File: src/rtl/ldm_ctrl_pkg.sv
// Shared encodings for the LDM/STM block-transfer sequencer.
package ldm_ctrl_pkg;

   typedef enum logic [1:0] {
      LDM_IDLE  = 2'd0,
      LDM_XFER  = 2'd1,
      LDM_WBACK = 2'd2
   } ldm_state_t;

   // Encoded as {P,U}
   typedef enum logic [1:0] {
      MODE_DA = 2'b00,
      MODE_IA = 2'b01,
      MODE_DB = 2'b10,
      MODE_IB = 2'b11
   } ldm_mode_t;

   function automatic logic [4:0] popcount16(input logic [15:0] v);
      logic [4:0] c;
      c = '0;
      for (int unsigned i = 0; i < 16; i++) begin
         c = c + 5'(v[i]);
      end
      return c;
   endfunction

endpackage

File: src/rtl/ldm_ctrl_prio_enc16.sv
// 16-bit lowest-set-bit encoder; also used by the STM register-read path.
module prio_enc16 (
   input  logic [15:0] req,
   output logic [3:0]  idx,
   output logic        any
);

   always_comb begin
      idx = '0;
      any = |req;
      // Scan from the top so the lowest set bit is the last one written
      for (int unsigned i = 0; i < 16; i++) begin
         if (req[15 - i]) begin
            idx = 4'(15 - i);
         end
      end
   end

endmodule

File: src/rtl/ldm_ctrl.sv
// LDM/STM block-transfer sequencer: one register per beat, lowest first,
// with an optional trailing base-writeback beat.
module ldm_ctrl
   import ldm_ctrl_pkg::*;
#(
   parameter int unsigned ADDR_W = 32,
   parameter int unsigned NREG   = 16
) (
   input  logic                     i_clk,
   input  logic                     i_rst_n,
   input  logic                     i_start,
   input  logic [NREG-1:0]          i_reg_list,
   input  logic                     i_pre,
   input  logic                     i_up,
   input  logic                     i_wback,
   input  logic [3:0]               i_base_code,
   input  logic                     i_hold,
   output logic                     o_busy,
   output logic                     o_ldm_vld,
   output logic                     o_ldm_mem_vld,
   output logic [$clog2(NREG)-1:0]  o_ldm_reg_code,
   output logic [ADDR_W-1:0]        o_ldm_offset,
   output logic                     o_base_wb_vld,
   output logic                     o_done
);

   ldm_state_t       state, state_nx;
   logic [NREG-1:0]  list, list_nx;
   logic [3:0]       k, k_nx;
   logic [4:0]       n, n_nx;
   ldm_mode_t        mode, mode_nx;
   logic             wb, wb_nx;
   logic [3:0]       rn, rn_nx;
   logic             empty_done, empty_done_nx;

   logic [3:0]       enc_idx;
   logic             enc_any;
   logic [NREG-1:0]  rest;
   logic             last_beat;
   logic [ADDR_W-1:0] k4, n4, step4;

   prio_enc16 u_enc (
      .req (list),
      .idx (enc_idx),
      .any (enc_any)
   );

   assign rest      = list & ~(NREG'(1) << enc_idx);
   assign last_beat = enc_any & ~|rest;
   assign k4        = ADDR_W'({k, 2'b00});
   assign n4        = ADDR_W'({n, 2'b00});
   assign step4     = ADDR_W'(4);

   always_ff @(posedge i_clk) begin
      if (!i_rst_n) begin
         state      <= LDM_IDLE;
         list       <= '0;
         k          <= '0;
         n          <= '0;
         mode       <= MODE_DA;
         wb         <= 1'b0;
         rn         <= '0;
         empty_done <= 1'b0;
      end else begin
         state      <= state_nx;
         list       <= list_nx;
         k          <= k_nx;
         n          <= n_nx;
         mode       <= mode_nx;
         wb         <= wb_nx;
         rn         <= rn_nx;
         empty_done <= empty_done_nx;
      end
   end

   always_comb begin
      state_nx      = state;
      list_nx       = list;
      k_nx          = k;
      n_nx          = n;
      mode_nx       = mode;
      wb_nx         = wb;
      rn_nx         = rn;
      empty_done_nx = 1'b0;
      if (i_hold) begin
         empty_done_nx = empty_done;
      end else begin
         unique case (state)
            LDM_IDLE: begin
               if (i_start) begin
                  if (|i_reg_list) begin
                     state_nx = LDM_XFER;
                     list_nx  = i_reg_list;
                     k_nx     = '0;
                     n_nx     = popcount16(i_reg_list);
                     mode_nx  = ldm_mode_t'({i_pre, i_up});
                     wb_nx    = i_wback;
                     rn_nx    = i_base_code;
                  end else begin
                     empty_done_nx = 1'b1;
                  end
               end
            end
            LDM_XFER: begin
               list_nx = rest;
               k_nx    = k + 4'd1;
               if (last_beat) begin
                  state_nx = wb ? LDM_WBACK : LDM_IDLE;
               end
            end
            LDM_WBACK: state_nx = LDM_IDLE;
            default:   state_nx = LDM_IDLE;
         endcase
      end
   end

   always_comb begin
      o_busy         = (state != LDM_IDLE);
      o_ldm_vld      = 1'b0;
      o_ldm_mem_vld  = 1'b0;
      o_base_wb_vld  = 1'b0;
      o_done         = 1'b0;
      o_ldm_reg_code = '0;
      o_ldm_offset   = '0;
      unique case (state)
         LDM_IDLE: o_done = empty_done;
         LDM_XFER: begin
            o_ldm_vld      = 1'b1;
            o_ldm_mem_vld  = 1'b1;
            o_ldm_reg_code = enc_idx;
            o_done         = last_beat & ~wb;
            unique case (mode)
               MODE_IA: o_ldm_offset = k4;
               MODE_IB: o_ldm_offset = k4 + step4;
               MODE_DA: o_ldm_offset = k4 - n4 + step4;
               MODE_DB: o_ldm_offset = k4 - n4;
               default: o_ldm_offset = '0;
            endcase
         end
         LDM_WBACK: begin
            o_ldm_vld      = 1'b1;
            o_base_wb_vld  = 1'b1;
            o_ldm_reg_code = rn;
            o_ldm_offset   = (mode == MODE_IA || mode == MODE_IB) ? n4 : ('0 - n4);
            o_done         = 1'b1;
         end
         default: ;
      endcase
   end

endmodule
File: config.mk
export PLATFORM = sky130hd
export DESIGN_NAME = ldm_ctrl
export DESIGN_NICKNAME = d
export VERILOG_FILES = /design/src/rtl/ldm_ctrl_pkg.sv /design/src/rtl/ldm_ctrl_prio_enc16.sv /design/src/rtl/ldm_ctrl.sv
export SDC_FILE = /design/constraint.sdc
export NUM_CORES = 1
export LEC_CHECK = 0
export BUFFER_PORTS_ARGS = -buffer_cell sky130_fd_sc_hd__buf_2
export CAP_MARGIN = 20
export CORE_MARGIN = 10
export CORE_UTILIZATION = 42
export CTS_CLUSTER_DIAMETER = 150
export DETAILED_ROUTE_END_ITERATION = 8
export PLACE_DENSITY = 0.68
export SLEW_MARGIN = 0
export SYNTH_ARGS = -nofsm -noshare
export SYNTH_HDL_FRONTEND = slang
export SYNTH_SLANG_ARGS = --single-unit
File: constraint.sdc
create_clock -name i_clk -period 4.15 [get_ports i_clk]
set_input_delay 0.83 -clock i_clk [delete_from_list [all_inputs] [get_ports i_clk]]
set_output_delay 0.83 -clock i_clk [all_outputs]
set_load 0.02 [all_outputs]
==> results of run 1 <==
## power groups by stage
| stage | Combinational [mW] | Clock [mW] | Sequential, mW |
|---|---|---|---|
| floorplan | 1.09 | 0 | 0.421 |
| global placement | 1.38 | 0 | 0.465 |
| detailed placement | 1.39 | 0 | 0.464 |
| CTS | 1.40 | 0.315 | 0.456 |
| global route | 1.56 | 0.329 | 0.469 |
| finish | 1.41 | 0.311 | 0.460 |
## stage by stage
stage / power (mW) / std cells / TNS (ns)
3_5_place_dp: 1.852 / 637 / -0.02657
5_1_grt: 2.353 / 645 / 0
2_1_floorplan: 1.509 / 497 / 0
3_3_place_gp: 1.844 / 637 / 0
4_1_cts: 2.167 / 645 / 0
6_report: 2.178 / 645 / 0
## per-layer routing
layer | part of all wire [%] | routed length, um
met5 | 0 | 0
met4 | 1.4 | 162
met3 | 7.6 | 848
met2 | 45 | 4995
met1 | 46 | 5176
## synthesized netlist by cell type, types with 2 or more instances
| library cell | number |
|---|---|
| ha_1 | 24 |
| nand3_1 | 9 |
| nand2_1 | 57 |
| a22oi_1 | 7 |
| a211oi_1 | 3 |
| nor3b_1 | 3 |
| o21a_1 | 3 |
| nor3_1 | 4 |
| clkbuf_1 | 25 |
| a32oi_1 | 2 |
| o31a_1 | 5 |
| or3_1 | 3 |
| buf_1 | 2 |
| o31ai_1 | 3 |
| nand4b_1 | 2 |
| a22o_1 | 2 |
| buf_2 | 2 |
| a31oi_1 | 3 |
| a21oi_1 | 18 |
| a21boi_0 | 41 |
| o211ai_1 | 6 |
| nor2_1 | 29 |
| nand2b_1 | 5 |
| o311a_1 | 2 |
| o41ai_1 | 3 |
| mux2i_1 | 2 |
| nor2b_1 | 18 |
| nand4_1 | 4 |
| a21o_1 | 5 |
| and3_1 | 5 |
| buf_4 | 13 |
| o21ai_0 | 34 |
| xnor2_1 | 8 |
| or4_1 | 3 |
| dfxtp_1 | 35 |
| xor2_1 | 3 |
| a221oi_1 | 2 |
| inv_1 | 39 |
| and2_1 | 11 |
| fa_1 | 11 |
| nor4_1 | 8 |
| or2_2 | 6 |
## worst min-delay path by stage
stage	endpoint	cells after the start	slack, ns	startpoint
final	rn[2]	2	0.47	rn[2]
after detailed placement	rn[2]	2	0.46	rn[2]
after global routing	n[2]	2	0.51	n[2]
after floorplan	n[2]	2	0.44	n[2]
after global placement	rn[2]	2	0.45	rn[2]
after CTS	rn[2]	2	0.47	rn[2]
## cell type report
class                   count  area, um2  share of cell area, %
clock buffers               5      68.82                  1.649
clock inverters             3      43.79                  1.049
inverters                  39      146.4                  3.507
multi-input cells         380       2670                  63.97
flip-flops and latches     35      701.9                  16.82
well taps                 108      135.1                  3.237
repair buffers             75      407.9                  9.772
## critical path, delay by kind of cell (launching register included)
family	cells	cell delay, ns
flops	1	0.37
buf+inv	3	0.49
fa+ha+maj	2	0.50
simple gates	5	0.81
compound gates	3	0.62
## registers in the layout (all words and copies together) (netlist names)
name,cells
rn,4
wb,1
state,2
k,4
list,16
mode,2
n,5
empty_done,1
## repair_timing
item / in CTS / in global routing
setup endpoints to repair: 3 / 17
hold buffers: 0 / 0
pin swaps: 1 / 2
gates resized for setup: 0 / 7
## cell families (layout without fill, tap and decap cells)
family	count (synthesis)	in the layout	synth area share, %
AOI/OAI and AO/OA	154	154	29.02
xor gates and xnor gates	11	11	2.587
adders and majority gates	35	35	13.97
buffers and inverters	82	122	9.842
DFF	35	35	18.81
muxes	4	4	1.444
other	1	2	0.1007
and+or+nand+nor	174	174	24.22
==> results.md, run 1 <==
- Congestion Overflow GR: 0
- Logic pwr share: 64.6%
- Pre-CTS setup slack: -0.02657 ns
- Via density: 5.786
- Max Slew Vio Count: 0
- WHS: 0.4671 ns
- Clock transition at path regs: 0.07 ns
- Commonest non-fill, non-tap cell in the layout: buf_2
- Die ar.: 13040 um2
- Reg2reg setup slack: 1.16 ns
- Clock share of power: 14.3%
- Dominant cells by area after synthesis: dfxtp_1 (19%), a21boi_0 (8.3%), ha_1 (8.1%), fa_1 (5.9%), nand2_1 (5.7%)
- Die Ht: 114.2 um
- Post-Synthesis Cells: 496
- Inserted Clock Buffers: 5
- P_int: 1.135 mW
- Max Fanout on Critical Path: 7
- Worst hold path type: flip-flop to flip-flop
- Port Buf Inserts: 65
- Final setup skew: 0.003254 ns
- Critical path cell sequence: inv_1, ha_1, nor2b_1, o21ai_0, nor3b_1, nor4_2, buf_4, nand2_1, ha_1, nor2_1, o21ai_0, a21boi_1, buf_4
- First-pass DRT Iterations: 5
- VDD IR-drop max: 0.0002884 V
- Post-Route WL: 11180 um
- Initial core utilization: 42.92%
- FF+latch count, synth: 35
- Design area: 4174 um2
- Layout area overhead: 12.06%
- Clock root cell: clkbuf_8
- Global-route wire length before repair: 18140 um
- DP Area: 4050 um2
- Max-Cap Viols: 0
- Sequential area share after synthesis: 18.81%
- CP Launch Type: flip-flop
- P per Cell Area: 521.7 nW/um2
- R2r endpoint: state[1]
- Row count: 34
- Status: completed
- Synth top area share: 18.81%
- Final RePlAce weighted congestion: 0.9472
- Ports: 68
- H-Tree Level Count: 2
- Syn. warnings: 0
- TritonCTS clock tree: built
- Setup crit end: o_ldm_offset[14]
- Asr flop ratio synth: 0%
- Rel. slew slack: 45.41%
- Fillers: 870
- Critical path class: flip-flop to output port
- Fin nets: 598
- R2R Path Start: list[11]
- Slew at the pin with the worst max-slew slack: 0.8189 ns
- Initial DRC count: 258
- Number of global-route vias before repair: 3539
- CTS Sinks: 35
- Leakage: 1.787 nW
- Fmax achieved: 255.5 MHz
- RSZ-0062 raised after global routing: false
- Post-synth EDFFs: 0
- M2 GR Usage: 25.82%
- Critical Path Slowest Stage Cell: nor3b_1
- Post-CTS setup buffer count: 0
- Worst EP arrival: 3.08 ns
- Peak per-stage delay on the critical path: 0.44 ns
- # diodes: 0
- Psw: 1.042 mW
- Post-synth top area cell: dfxtp_1
- Synth cell types: 68
- Final period util: 94.32%
- Syn Area/Cell: 7.510 um2
- # DRC: 0
- Antenna Nets Post-Route: 0
- Total GRT Usage: 16.65%
- Setup Viol. Count Final: 0
- Crit end category: output port
- Post-DP HPWL: 8612 um
- DR WL/cell: 17.34 um
- Layout cells sized above 1: 19.37%
- Die X: 114.2 um
- Skew-Pair Late Insertion Delay: 0.29 ns
- CP Data Required Time: 3.32 ns
- Gr busiest metal: met2
- Most frequent cells in the layout: buf_2 (62), nand2_1 (57), inv_1 (39)
- Setup slack after layout: 0.2358 ns
- Fin. Hold Viols: 0
- Met3 Usage GRT: 3.878%
- CTS max path bufs: 2
- Sequential fraction of design power: 21.1%
- Net Sw Frac: 47.86%
- R2R cell count: 7
- GRT met1 Usage: 22.55%
- Largest net degree at the start of global routing: 41
- Routed vias: 3732
- Synth Flop Type: dfxtp_1
- Post-Syn Area: 3725 um2
- Final min period: 3.914 ns
- Post-layout util: 48.10%
- Crit. Startpoint: n[1]
- Initial antenna violation count: 0
- Core footprint: 8678 um2
Note: power is estimated with default switching activity, not from simulation.
==> run 2, diff against run 1 <==
Settings changed: RECOVER_POWER set to 50, SLEW_MARGIN 0 to unset.
==> run 2 against run 1 <==
Against the previous run:
- via count grew 0.48%
- worst hold slack is essentially flat
- register-to-register slack lost 0.72 ns
- sequential power is essentially flat
- critical endpoint unchanged
- total power shrank 0.69%
==> results.md, run 2 (synthesis gave the netlist of run 1 again) <==
- Status: completed
- FF+latch area: 701.9 um2
- Worst EP arrival: 3.12 ns
- Inserted Clock Buffers: 5
- Max reg flops: 16
- M2 GR Usage: 25.82%
- VDD IR-drop max: 0.0002879 V
- Post-DP HPWL: 8612 um
- Final RePlAce weighted congestion: 0.9472
- Die Ht: 114.2 um
- Clock share of power: 14.5%
- Antenna Nets Post-Route: 0
- Rel. slew slack: 21.51%
- Net Sw Frac: 48.28%
- Skew-Pair Late Insertion Delay: 0.30 ns
- Max Slew Vio Count: 0
- # diodes: 0
- Worst hold path type: flip-flop to flip-flop
- DR WL/cell: 17.41 um
- Most flop-heavy register: list
- Routed vias: 3750
- Layout cells sized above 1: 17.69%
- Setup slack after layout: 0.2020 ns
- TritonCTS clock tree: built
- Congestion Overflow GR: 0
- Initial core utilization: 42.92%
- Ports: 68
- Fin. Hold Viols: 0
- Gr busiest metal: met2
- Most frequent cells in the layout: nand2_1 (57), buf_2 (56), inv_1 (39)
- Psw: 1.044 mW
- Initial DRC count: 284
- Clock root cell: clkbuf_8
- Aggregate negative setup slack: 0 ns
- Row count: 34
- P_int: 1.118 mW
- Final Power: 2.163 mW
- Reg2reg setup slack: 0.44 ns
- Core footprint: 8678 um2
- Clock transition at path regs: 0.08 ns
- Sequential fraction of design power: 21.3%
- Fillers: 879
- Pre-CTS setup slack: -0.02657 ns
- GRT met1 Usage: 22.55%
- Die ar.: 13040 um2
- Crit end category: output port
- Fin nets: 598
- Final min period: 3.948 ns
- Critical path class: flip-flop to output port
- CP Launch Type: flip-flop
- Logic pwr share: 64.2%
- Met3 Usage GRT: 3.878%
- CTS Sinks: 35
- Max-Cap Viols: 0
- Area taken by multi-input logic gates: 2666 um2
- Global-route wire length before repair: 18140 um
- Final setup skew: 0.003186 ns
- Initial antenna violation count: 0
- Max Fanout on Critical Path: 7
- Post-Route WL: 11230 um
- Largest registers: list: 16 flops, n: 5 flops
- Fmax achieved: 253.3 MHz
- Number of global-route vias before repair: 3539
- Total GRT Usage: 16.65%
- RSZ-0062 raised after global routing: false
- # DRC: 0
- Port Buf Inserts: 65
- Commonest non-fill, non-tap cell in the layout: nand2_1
- First-pass DRT Iterations: 5
- Via density: 5.814
- CTS max path bufs: 2
- Layout area overhead: 11.56%
- P per Cell Area: 520.4 nW/um2
- Hold_buf cts: 0
- Leakage: 1.754 nW
- Setup Viol. Count Final: 0
- H-Tree Level Count: 2
- Final period util: 95.13%
- Die X: 114.2 um
- CP Data Required Time: 3.32 ns
- Largest net degree at the start of global routing: 41
- Slew at the pin with the worst max-slew slack: 1.177 ns
-- run 2: cell types whose count changed in the layout (fill, tap and decap cells not counted), sizes merged --
cell,before,now
clkbuf,5,13
buf,75,67
-- run 2: layout make-up --
type | count | share of cell area [%]
Inverter | 39 | 3.523
Sequential cell | 35 | 16.89
Clock buffer | 5 | 1.656
Timing Repair Buffer | 75 | 9.455
Clock inverter | 3 | 1.054
Multi-Input combinational cell | 380 | 64.17
Tap cell | 108 | 3.252
-- run 2: path summary, 6_finish.rpt --
path,from,end,cells past startpoint
worst max-delay path,n[1],o_ldm_offset[14],13
worst min register to register,rn[2],rn[2],2
worst max register to register,state[0],list[4],8
worst min-delay path,rn[2],rn[2],2
-- run 2: timing repair --
item | in CTS | in global routing
buffers inserted | 0 | 0
pin swaps | 1 | 2
endpoints found under the setup margin | 3 | 17
resized for setup | 0 | 7
-- run 2: through the flow --
step                instance area [um2]  cells  hold WS, ns  utilization [%]
finish                             4155    645       0.4667            47.88
global route                       4155    645       0.5125            47.88
CTS                                4163    645       0.4693            47.97
detailed placement                 4050    637       0.4596            46.67
global placement                   4050    637       0.4511            46.67
floorplan                          3735    497       0.4410                -
-- run 2: per-layer routing --
| metal | routed length (um) | vias up |
|---|---|---|
| met5 | 0 | - |
| met4 | 165 | 0 |
| met3 | 892 | 15 |
| met2 | 5011 | 155 |
| met1 | 5158 | 1760 |
| li1 | - | 1820 |
-- run 2: critical path: stages (launching register included) --
cell      delay [ns]
dfxtp_1         0.37
inv_1           0.12
ha_1            0.28
nor2b_1         0.12
o21ai_0         0.24
nor3b_1         0.45
nor4_2          0.09
buf_4           0.17
nand2_1         0.07
ha_1            0.22
nor2_1          0.09
o21ai_0         0.09
a21boi_1        0.31
buf_4           0.20
-- run 2: power by group through the flow --
stage               sequential (mW)  clock [mW]  combinational [mW]
floorplan                     0.421           0                1.09
global placement              0.465           0                1.38
detailed placement            0.464           0                1.39
CTS                           0.456       0.315                1.40
global route                  0.469       0.329                1.54
finish                        0.461       0.313                1.39
==> run 3, diff against run 2 <==
Settings changed: CORE_ASPECT_RATIO set to 0.6.
==> run 3 against run 2 <==
Against the previous run:
- cell count increased by 2.2%
- non-clock buffer count is 10 higher
- largest power group unchanged
- final area is 4.7% higher
- clock-buffer cell count increased by 1
- total power increased by 12%
- fmax is 0.21% higher
- first-iteration DRC count increased by 31%
- critical endpoint is now o_ldm_offset[13]
- sequential cell count did not move
==> results.md, run 3 (synthesis gave the netlist of run 1 again) <==
- Final RePlAce weighted congestion: 0.9545
- # diodes: 0
- Congestion Overflow GR: 0
- Total GRT Usage: 18.97%
- Max reg flops: 16
- P per Cell Area: 558.5 nW/um2
- TritonCTS clock tree: built
- CP Launch Type: flip-flop
- Final period util: 94.93%
- Fin nets: 608
- CP Data Required Time: 3.32 ns
- Post-DP HPWL: 9966 um
- Met3 wire len: 1238 um
- Setup slack after layout: 0.2103 ns
- Post-Route WL: 12860 um
- Clock transition at path regs: 0.06 ns
- Most flop-heavy register: list
- Row count: 26
- Rel. slew slack: 30.84%
- Clock root cell: clkbuf_16
- R2R cell count: 7
- Pre-CTS setup slack: -0.07175 ns
- Via density: 5.898
- Fillers: 844
- Fmax achieved: 253.8 MHz
- Max Slew Vio Count: 0
- First-pass DRT Iterations: 5
- Leakage: 1.844 nW
- Largest registers: list: 16 flops, n: 5 flops
- Setup Viol. Count Final: 0
- Worst hold path type: flip-flop to flip-flop
- Critical path class: flip-flop to output port
- WHS: 0.4731 ns
- Layout area overhead: 16.80%
- DP Area: 4100 um2
- Global-route wire length before repair: 20180 um
- Routed met2 length: 5472 um
- Routed vias: 3887
- Final min period: 3.940 ns
- Status: completed
- Final setup skew: 0.008056 ns
- Largest net degree at the start of global routing: 41
- VDD IR-drop max: 0.0002305 V
- Inserted Clock Buffers: 5
- Die Ht: 92.95 um
- Final Power: 2.430 mW
- H-Tree Level Count: 2
- CTS max path bufs: 2
- CTS Sinks: 35
- Top layer used by detailed routing: met4
- Slew at the pin with the worst max-slew slack: 1.037 ns
- Worst EP arrival: 3.11 ns
- Design area: 4350 um2
- Max-Cap Viols: 0
- Post-layout util: 50.66%
- Fin. Hold Viols: 0
- Crit end category: output port
- Core footprint: 8588 um2
- # DRC: 0
- Layout cells sized above 1: 20.84%
- DR WL/cell: 19.51 um
- Number of global-route vias before repair: 3687
- Initial DRC count: 373
- Max Fanout on Critical Path: 7
- Port Buf Inserts: 65
- Ports: 68
- Skew-Pair Late Insertion Delay: 0.29 ns
- Initial core utilization: 43.37%
- Commonest non-fill, non-tap cell in the layout: nand2_1
- Initial antenna violation count: 0
- Die X: 141.6 um
- Most frequent cells in the layout: nand2_1 (57), buf_2 (54), inv_1 (39)
- Antenna Nets Post-Route: 0
- Routed length on met1: 6065 um
- Die ar.: 13160 um2
- Hold_buf cts: 0
- Worst hold stages: 2
run 3: cell type report:
cell class,count,area [um2],area share [%]
Clock buffer,6,138.9,3.192
Timing Repair Buffer,85,480.5,11.04
Sequential cell,35,705.7,16.22
Clock inverter,2,35.03,0.8053
Tap cell,112,140.1,3.221
Inverter,39,146.4,3.365
Multi-Input combinational cell,380,2704,62.15
run 3: worst paths after layout:
check,startpoint,to,slack [ns]
max reg2reg,list[11],state[0],1.11
min reg2reg,n[2],n[2],0.47
max,k[0],o_ldm_offset[13],0.21
min,n[2],n[2],0.47
run 3: critical path, stage by stage, from the launching register on:
cell,delay (ns)
dfxtp_4,0.35
inv_1,0.06
ha_2,0.17
inv_1,0.05
fa_2,0.37
a21o_1,0.17
a21oi_2,0.17
xnor2_2,0.10
nor4_2,0.23
buf_4,0.20
nand3_2,0.09
ha_1,0.28
nor2_1,0.10
o21ai_1,0.09
a21boi_2,0.23
buf_6,0.15
run 3: what timing repair did:
action,in CTS,in global routing
buffers inserted,0,4
gates cloned,0,0
pin swaps,2,11
setup endpoints to repair,2,20
resized for setup,3,22
run 3: per-layer routing:
layer,track usage [%],up-vias
met3,5.711,10
li1,-,1838
met4,3.305,0
met1,27.03,1845
met2,27.58,194
met5,0,-
run 3: power breakdown:
group	internal [mW]	switching, mW	total [mW]
clock	0.299	0.156	0.455
combinational	0.612	0.907	1.52
sequential	0.382	0.0736	0.456
run 3: metrics by stage:
stage	TNS, ns	std cells
6_report	0	659
3_5_place_dp	-0.07175	647
5_1_grt	-0.03757	659
4_1_cts	0	655
2_1_floorplan	0	497
3_3_place_gp	0	647
